`config.mk`:
```
export PLATFORM = sky130hd
export DESIGN_NAME = ioctl_upload_reader
export DESIGN_NICKNAME = d
export VERILOG_FILES = /design/src/rtl/ioctl_upload_reader.sv
export SDC_FILE = /design/constraint.sdc
export NUM_CORES = 1
export LEC_CHECK = 0
export ABC_CLOCK_PERIOD_IN_PS = 1900
export BUFFER_PORTS_ARGS = -buffer_cell sky130_fd_sc_hd__clkbuf_2
export CAP_MARGIN = 20
export CORE_MARGIN = 3
export CORE_UTILIZATION = 45
export DETAILED_ROUTE_END_ITERATION = 8
export GPL_ROUTABILITY_DRIVEN = 0
export GPL_TIMING_DRIVEN = 0
export PLACE_DENSITY = 0.87
export SKIP_LAST_GASP = 1
export SYNTH_ARGS = -nofsm -noshare
export SYNTH_HDL_FRONTEND = slang
export SYNTH_SLANG_ARGS = --single-unit
```
`constraint.sdc`:
```
create_clock -name clk_sys -period 1.9 [get_ports clk_sys]
set_clock_uncertainty 0.05 [all_clocks]
set_input_delay 0.57 -clock clk_sys [delete_from_list [all_inputs] [get_ports clk_sys]]
set_output_delay 0.57 -clock clk_sys [all_outputs]
set_load 0.02 [all_outputs]
```
`src/rtl/ioctl_upload_reader.sv`:
```
// Upload read-back engine: serves HPS byte reads from a shared core RAM port,
// stalling the HPS with ioctl_wait until the requested byte is valid.
module ioctl_upload_reader #(
  parameter int         ADDR_W   = 12,
  parameter int         MEM_SIZE = 4096,
  parameter int         RD_LAT   = 2,
  parameter logic [7:0] FILL     = 8'hFF
) (
  input  logic              clk_sys,
  input  logic              reset_n,
  input  logic              ioctl_upload,
  input  logic              ioctl_rd,
  input  logic [24:0]       ioctl_addr,
  output logic [7:0]        ioctl_din,
  output logic              ioctl_wait,
  output logic              mem_req,
  output logic [ADDR_W-1:0] mem_addr,
  input  logic              mem_gnt,
  input  logic [7:0]        mem_q,
  output logic              busy,
  output logic              done,
  output logic              overrun,
  output logic [15:0]       byte_count
);

  typedef enum logic [2:0] {
    S_IDLE  = 3'd0,
    S_ARB   = 3'd1,
    S_LAT   = 3'd2,
    S_FILL  = 3'd3,
    S_DRAIN = 3'd4
  } state_t;

  state_t              r_state;
  state_t              w_state_nxt;
  logic                r_upload_d;
  logic [2:0]          r_cnt;
  logic [2:0]          w_cnt_nxt;
  logic [2:0]          w_cnt_dec;
  logic                w_rise;
  logic                w_fall;
  logic                w_accept;
  logic                w_in_range;
  logic [7:0]          w_din_nxt;
  logic                w_wait_nxt;
  logic                w_req_nxt;
  logic [ADDR_W-1:0]   w_addr_nxt;
  logic                w_done_nxt;
  logic                w_ovr_nxt;
  logic [15:0]         w_bc_nxt;

  function automatic logic [15:0] sat_inc(input logic [15:0] v);
    return (v == 16'hFFFF) ? v : v + 16'd1;
  endfunction

  assign w_rise     = ioctl_upload & ~r_upload_d;
  assign w_fall     = ~ioctl_upload & r_upload_d;
  assign w_accept   = (r_state == S_IDLE) & ioctl_rd & ioctl_upload;
  assign w_in_range = ({7'd0, ioctl_addr} < 32'(MEM_SIZE));
  assign w_cnt_dec  = (r_cnt > 3'd1) ? r_cnt - 3'd1 : r_cnt;

  // State register
  always_ff @(posedge clk_sys or negedge reset_n) begin
    if (!reset_n) begin
      r_state <= S_IDLE;
    end else begin
      r_state <= w_state_nxt;
    end
  end

  // Next-state logic; a falling upload preempts the normal flow
  always_comb begin
    w_state_nxt = r_state;
    case (r_state)
      S_IDLE: begin
        if (w_accept) w_state_nxt = w_in_range ? S_ARB : S_FILL;
        else          w_state_nxt = S_IDLE;
      end
      S_ARB: begin
        if (w_fall)       w_state_nxt = S_IDLE;
        else if (mem_gnt) w_state_nxt = S_LAT;
        else              w_state_nxt = S_ARB;
      end
      S_LAT: begin
        if (w_fall)              w_state_nxt = S_DRAIN;
        else if (r_cnt == 3'd1)  w_state_nxt = S_IDLE;
        else                     w_state_nxt = S_LAT;
      end
      S_FILL:  w_state_nxt = S_IDLE;
      S_DRAIN: begin
        if (r_cnt == 3'd1) w_state_nxt = S_IDLE;
        else               w_state_nxt = S_DRAIN;
      end
      default: w_state_nxt = S_IDLE;
    endcase
  end

  // Next values of the registered outputs; session-start clears apply before a new request
  always_comb begin
    w_din_nxt  = ioctl_din;
    w_wait_nxt = ioctl_wait;
    w_req_nxt  = mem_req;
    w_addr_nxt = mem_addr;
    w_done_nxt = 1'b0;
    w_ovr_nxt  = overrun;
    w_bc_nxt   = byte_count;
    w_cnt_nxt  = r_cnt;
    if (w_rise) begin
      w_ovr_nxt = 1'b0;
      w_bc_nxt  = 16'd0;
    end else begin
      w_ovr_nxt = overrun;
    end
    if (ioctl_rd && (r_state != S_IDLE)) w_ovr_nxt = 1'b1;
    else                                 w_ovr_nxt = w_ovr_nxt;
    case (r_state)
      S_IDLE: begin
        if (w_fall) begin
          w_done_nxt = 1'b1;
        end else if (w_accept) begin
          w_wait_nxt = 1'b1;
          if (w_in_range) begin
            w_req_nxt  = 1'b1;
            w_addr_nxt = ioctl_addr[ADDR_W-1:0];
          end else begin
            w_req_nxt  = 1'b0;
          end
        end else begin
          w_wait_nxt = ioctl_wait;
        end
      end
      S_ARB: begin
        if (w_fall) begin
          w_req_nxt  = 1'b0;
          w_wait_nxt = 1'b0;
          w_done_nxt = 1'b1;
        end else if (mem_gnt) begin
          w_req_nxt = 1'b0;
          w_cnt_nxt = 3'(RD_LAT);
        end else begin
          w_req_nxt = 1'b1;
        end
      end
      S_LAT: begin
        w_cnt_nxt = w_cnt_dec;
        if (!w_fall && (r_cnt == 3'd1)) begin
          w_din_nxt  = mem_q;
          w_wait_nxt = 1'b0;
          w_bc_nxt   = sat_inc(byte_count);
        end else begin
          w_wait_nxt = ioctl_wait;
        end
      end
      S_FILL: begin
        w_wait_nxt = 1'b0;
        if (w_fall) begin
          w_done_nxt = 1'b1;
        end else begin
          w_din_nxt = FILL;
          w_bc_nxt  = sat_inc(byte_count);
        end
      end
      S_DRAIN: begin
        w_cnt_nxt = w_cnt_dec;
        if (r_cnt == 3'd1) begin
          w_wait_nxt = 1'b0;
          w_done_nxt = 1'b1;
        end else begin
          w_wait_nxt = ioctl_wait;
        end
      end
      default: begin
        w_req_nxt  = 1'b0;
        w_wait_nxt = 1'b0;
      end
    endcase
  end

  // Output and datapath registers
  always_ff @(posedge clk_sys or negedge reset_n) begin
    if (!reset_n) begin
      r_upload_d <= 1'b0;
      r_cnt      <= 3'd0;
      ioctl_din  <= 8'd0;
      ioctl_wait <= 1'b0;
      mem_req    <= 1'b0;
      mem_addr   <= '0;
      busy       <= 1'b0;
      done       <= 1'b0;
      overrun    <= 1'b0;
      byte_count <= 16'd0;
    end else begin
      r_upload_d <= ioctl_upload;
      r_cnt      <= w_cnt_nxt;
      ioctl_din  <= w_din_nxt;
      ioctl_wait <= w_wait_nxt;
      mem_req    <= w_req_nxt;
      mem_addr   <= w_addr_nxt;
      busy       <= (w_state_nxt != S_IDLE);
      done       <= w_done_nxt;
      overrun    <= w_ovr_nxt;
      byte_count <= w_bc_nxt;
    end
  end

endmodule

```
==> impl_metrics.yaml, run 1 <==
layout:
  final_standard_cell_count_with_taps_included_and_fillers_excluded: 388
  final_layout_size_suffix_gt1_share_pct: 41.1
  design.final.nets: 361
  syn_to_final_growth_pct: 32.0
  final_cell_area_sq_mm: 0.00310
  antenna_cells: 0
  fillCellCount: 385
  final_cell_mix: "sky130_fd_sc_hd__clkbuf_2 (78), sky130_fd_sc_hd__dfrtp_1 (47), sky130_fd_sc_hd__nand2_1 (24)"
  layout.cells.most_common: "sky130_fd_sc_hd__clkbuf_2"
yosys:
  synthesis.nets: 269
  synth.top_cell.area_share_pct: 51.2
  synth_enable_flop_cells: 0
  synthDistinctLibCells: 49
  synth.ff_latch_count: 48
  netlist_area_sq_mm: 0.00235
  synth-warning-count: 0
  avgSynthCellArea_sq_um: 10.3
  synthFlopType: "sky130_fd_sc_hd__dfrtp_1"
  largest_cells_by_area_after_synthesis: "sky130_fd_sc_hd__dfrtp_1 (51%), sky130_fd_sc_hd__mux2_2 (5.8%), sky130_fd_sc_hd__nand2_1 (3.8%)"
  synthArstFlopShare_pct: 100
  synth_sequential_area_ratio_pct: 51.2
  synthCells: 228
  synth_top_cell_by_area: "sky130_fd_sc_hd__dfrtp_1"
critical_path:
  worstSetupPathType: "reg -> reg"
  type_of_origin_of_the_critical_path: "flop"
  cp_max_fanout: 9
  worst-endpoint-arrival_ps: 2030
  worstSetupEndpointType: "flop"
  critPathRequiredTime_ps: 2030
place:
  placed_cell_area_sq_mm: 0.00284
  worst_slack_at_placement_ps: -304
  placedCellCount: 374
  dp.final_hpwl_microns: 3960
  io_buffer_count: 78
clock_network:
  maximum_level_of_the_cts_h_tree: 2
  ctsRootBufferMaster: "sky130_fd_sc_hd__clkbuf_8"
  clkSinkCount: 48
  tritoncts: "done"
  insertion_delay_ps: 310
  cts-hold-fix-buffers: 0
  cts-root-to-sink-buffers: 2
  cts_buffers: 5
  clk_pin_slew_ps: 90
flow_run:
  cap_viol_max_count: 0
timing:
  worst_pin_slew_ps: 520
  rsz0062_at_grt: "true"
  hold_viol_final: 0
  postLayoutSetupSlackWorst_ps: -4.49
  slew_violations: 0
  slew_headroom_pct: 65.2
  max_freq_mhz: 525
  setup_viol: 1
  post-route-period-util_pct: 100
  min_period_ps: 1900
routing:
  drt_first_pass_iters: 4
  post_drt_via_cell_ratio: 5.53
  drt_iter0_drc: 181
  num_vias: 2146
  detailed_route_wire_length_microns: 5850
  drcViolationCount: 0
  wl_per_cell_microns: 15.1
  drtAntennaViolNets: 0
grt:
  grt_start_max_net_pins: 39
  track_usage_pct: 19.7
  first_global_vias: 2052
  grt_first_pass_wirelength_microns: 9730
  grt_antenna_before_repair: 0
  gr-total-overflow: 0
power_and_ir_drop:
  peakVddDrop_v: 0.000446
  power_per_cell_area_mw_per_mm2: 1070
  power_leakage_nw: 1.57
floorplanning:
  core_area_sq_mm: 0.00488
  die_height_microns: 78.2
  io_pins: 79
  num_rows: 25
  dieWidth_microns: 78.2
  die-area_sq_mm: 0.00612
  initial_core_utilization_pct: 48.1
outcome:
  failed_checks: "negative setup slack"
  status: "complete, but fails checks"
hold_path:
  hold_path.class: "in -> async"
==> stage by stage <==
step                power [W]  hold slack [ps]  utilization [%]  TNS (ps)
floorplan             0.00206              224                -         0
global placement      0.00237              412             57.8     -5450
detailed placement    0.00241              427             58.2     -7390
CTS                   0.00319              103             61.4     -32.3
global route          0.00352             99.7             63.5     -1430
finish                0.00330             90.3             63.5     -4.49
==> where the power goes <==
group	switching [W]	internal, W	leakage (nW)	total, W
logic	0.000723	0.000481	0.874	0.00120
registers	0.000157	0.00121	0.640	0.00137
clock network	0.000339	0.000391	0.0552	0.000730
==> cell type report <==
type	count	area [sq um]	share of cell area (%)
clock buffer	6	72.6	2.34
tap	67	83.8	2.71
buffer	8	53.8	1.74
clock inverter	2	35.0	1.13
multi-input combinational	162	1150	37.1
timing repair buffer	86	467	15.1
inverter	9	33.8	1.09
sequential	48	1200	38.8
==> what timing repair did <==
action,4_1_cts,5_1_grt
buffers inserted,2,5
gates resized for setup,10,16
endpoints found under the setup margin,33,33
pin swaps,2,5
==> worst max-delay path, cell delays in order, from the launching register on <==
cell	delay, ps
sky130_fd_sc_hd__dfrtp_1	440
sky130_fd_sc_hd__ha_1	260
sky130_fd_sc_hd__nand3_2	140
sky130_fd_sc_hd__inv_1	110
sky130_fd_sc_hd__a211o_4	390
sky130_fd_sc_hd__o311ai_1	240
sky130_fd_sc_hd__o41ai_1	150
==> sequential cells by signal, summed over array words and instances (netlist names) <==
register and flops:
mem_req 1, mem_addr 12, overrun 1, r_upload_d 1, ioctl_din 8, ioctl_wait 1
r_state 3, byte_count 16, done 1, busy 1, r_cnt 3
==> cells in the mapped netlist, drive strengths merged, types with 2 or more instances <==
cell    number
a21oi        7
nand2b       5
nor4         4
xnor2        2
and3         2
buf          7
o211ai       9
or3          3
and2         2
mux2        13
nand4        3
nor3         5
dfrtp       48
o311ai       3
inv          9
o21ai       15
nand3       14
mux2i        2
a31oi        4
o211a        2
o22ai        2
nor2b        3
nand2       24
ha           3
o31ai        4
clkbuf       2
nor2        19
==> kinds of logic after synthesis <==
logic type	Yosys count	share of synthesized area, %
AO/OA/AOI/OAI	53	15.7
multiplexers	15	7.09
adder cells (fa/ha/maj)	3	1.60
AND/OR/NAND/NOR	89	20.3
XOR/XNOR	2	0.747
flip-flops	48	51.2
buffers and inverters	18	3.36
==> final timing paths <==
check | startpoint | to | slack [ps] | depth (start not counted)
max in group asynchronous | reset_n | r_cnt[0] | 1200 | 2
min in group clk_sys | ioctl_upload | r_upload_d | 430 | 1
setup / recovery | byte_count[0] | byte_count[9] | -4 | 6
hold / removal | reset_n | byte_count[7] | 90 | 1
hold reg to reg | ioctl_din[0] | ioctl_din[0] | 440 | 2
setup reg to reg | byte_count[0] | byte_count[9] | -4 | 6
==> routing by layer <==
layer | GRT usage [%] | up-vias | wire (microns)
met1 | 24.5 | 1015 | 2390
met4 | 8.04 | 0 | 216
met3 | 4.70 | 22 | 373
met2 | 33.0 | 96 | 2870
met5 | 0 | - | 0
li1 | - | 1013 | -
Note: power is estimated with default switching activity, not from simulation.
==> run 2, diff against run 1 <==
--- a/config.mk
+++ b/config.mk
@@ -14,6 +14,7 @@
 export GPL_ROUTABILITY_DRIVEN = 0
 export GPL_TIMING_DRIVEN = 0
 export PLACE_DENSITY = 0.87
+export RECOVER_POWER = 100
 export SKIP_LAST_GASP = 1
 export SYNTH_ARGS = -nofsm -noshare
 export SYNTH_HDL_FRONTEND = slang
==> run 2 against run 1 <==
The run still ends with negative setup slack left. Wire length did not move. Die area did not move. Critical path depth did not move. First-iteration DRC count fell by 24%. Final cell count did not move. Combinational power barely moved. Register-to-register slack barely moved. Core utilization fell by 0.33 points. Fmax rose by 0.11%. Count of clock-buffer cells in the layout did not move. Via count fell by 0.28%. Global-route usage did not move. Critical endpoint unchanged.
==> impl_metrics.yaml, run 2 (synthesized netlist as in run 1, its figures left out) <==
outcome:
  status: "complete, but fails checks"
  failed_checks: "negative setup slack"
layout:
  largestRegisters: "byte_count x16, mem_addr x12, ioctl_din x8"
  layout.core_utilization_pct: 63.1
  layout.cells.most_common: "sky130_fd_sc_hd__clkbuf_2"
  final_cell_area_sq_mm: 0.00308
  multi_input_comb_area_sq_mm: 0.00115
  final_standard_cell_count_with_taps_included_and_fillers_excluded: 388
  antenna_cells: 0
  number_of_flip_flops_in_the_largest_register: 16
  fillCellCount: 387
  regArea_sq_mm: 0.00120
  design.final.nets: 361
  regMostFlops: "byte_count"
  syn_to_final_growth_pct: 31.3
  final_cell_mix: "sky130_fd_sc_hd__clkbuf_2 (78), sky130_fd_sc_hd__dfrtp_1 (47), sky130_fd_sc_hd__nand2_1 (24)"
  final_layout_size_suffix_gt1_share_pct: 40.8
critical_path:
  slowest_stage: "sky130_fd_sc_hd__dfrtp_1"
  crit_path_cell_trace: "ha_1, nand3_2, inv_1, a211o_4, o311ai_1, o41ai_1"
  critical-path-max-stage-delay_ps: 440
  r2r-start: "byte_count[0]"
  r2r.worst_path.cells: 6
  worst-endpoint-arrival_ps: 2030
  type_of_origin_of_the_critical_path: "flop"
  regToRegEndpoint: "byte_count[9]"
  cp_max_fanout: 9
  worstSetupEndpointType: "flop"
  critPathRequiredTime_ps: 2030
  reg2reg_slack_ps: -2
  worstSetupPathType: "reg -> reg"
clock_network:
  cts-hold-fix-buffers: 0
  clk_pin_slew_ps: 90
  clkSinkCount: 48
  maximum_level_of_the_cts_h_tree: 2
  cts-root-to-sink-buffers: 2
  tritoncts: "done"
  insertion_delay_ps: 310
  cts_buffers: 5
  ctsRootBufferMaster: "sky130_fd_sc_hd__clkbuf_8"
place:
  placedCellCount: 374
  io_buffer_count: 78
  dp.final_hpwl_microns: 3960
  placed_cell_area_sq_mm: 0.00284
timing:
  rsz0062_at_grt: "true"
  slew_headroom_pct: 39.6
  hold_viol_final: 0
  setup_viol: 1
  min_period_ps: 1900
  postLayoutSetupSlackWorst_ps: -2.38
  fin_hold_ws_ps: 185
  worst_pin_slew_ps: 906
  slew_violations: 0
  max_freq_mhz: 526
  post-route-period-util_pct: 100
routing:
  drcViolationCount: 0
  post_drt_via_cell_ratio: 5.52
  drt_iter0_drc: 138
  drtAntennaViolNets: 0
  drt_first_pass_iters: 4
  wl_per_cell_microns: 15.1
  detailed_route_wire_length_microns: 5850
  num_vias: 2140
grt:
  grt_first_pass_wirelength_microns: 9730
  track_usage_pct: 19.7
  first_global_vias: 2052
  grt_antenna_before_repair: 0
  gr-total-overflow: 0
  grt_start_max_net_pins: 39
floorplanning:
  num_rows: 25
  die_height_microns: 78.2
  core_area_sq_mm: 0.00488
  die-area_sq_mm: 0.00612
  initial_core_utilization_pct: 48.1
  dieWidth_microns: 78.2
  io_pins: 79
power_and_ir_drop:
  power_per_cell_area_mw_per_mm2: 1070
  power_total_w: 0.00330
  peakVddDrop_v: 0.000446
  power_leakage_nw: 1.56
flow_run:
  cap_viol_max_count: 0
hold_path:
  hold_path.class: "in -> async"
## run 2: changes by cell type in the layout (fill, tap and decap cells not counted)
cell	change
sky130_fd_sc_hd__buf_12	-1
sky130_fd_sc_hd__clkbuf_1	+1
## run 2: per-stage QoR
stage | worst slack (ps) | TNS, ps
2_1_floorplan | 21.5 | 0
3_3_place_gp | -234 | -5450
3_5_place_dp | -304 | -7390
4_1_cts | -32.3 | -32.3
5_1_grt | -105 | -1470
6_report | -2.38 | -2.38
## run 2: layer usage
metal  vias to the layer above  routed length, microns  GRT usage, %
met1                      1005                    2410          24.5
li1                       1014                       -             -
met4                         0                     245          8.04
met5                         -                       0             0
met2                        98                    2820          33.0
met3                        23                     375          4.70
## run 2: worst max path at each step
stage                               from       endpoint  slack [ps]  cells after the start
after floorplan                 r_cnt[1]  byte_count[9]          20                      8
after global placement    ioctl_addr[23]    mem_addr[4]        -230                      6
after detailed placement  ioctl_addr[15]    mem_addr[9]        -300                      6
after CTS                       r_cnt[1]  byte_count[9]         -30                      7
after global routing       byte_count[0]  byte_count[9]        -110                      6
final                      byte_count[0]  byte_count[9]          -2                      6
## run 2: cell type report
type / count / area share, %
Sequential cell: 48 / 39.0
Multi-Input combinational cell: 162 / 37.3
Timing Repair Buffer: 86 / 14.6
Tap cell: 67 / 2.72
Clock buffer: 6 / 2.36
Buffer: 8 / 1.75
Clock inverter: 2 / 1.14
Inverter: 9 / 1.10
## run 2: report_power, final
| group | switching [W] | total [W] | internal (W) |
|---|---|---|---|
| sequential | 0.000157 | 0.00137 | 0.00121 |
| clock | 0.000341 | 0.000732 | 0.000391 |
| combinational | 0.000722 | 0.00120 | 0.000477 |
## run 2: timing repair
item	in CTS	in global routing
pin swaps	2	5
gates resized for setup	10	16
setup buffers	2	5
hold endpoints to repair	0	0
setup endpoints to repair	33	33
## run 2: worst max-delay path, delay by kind of cell, from the launching register on
family          cells  cell delay, ps
simple gates        1             140
flops               1             440
fa+ha+maj           1             270
buf+inv             1             110
compound gates      3             770
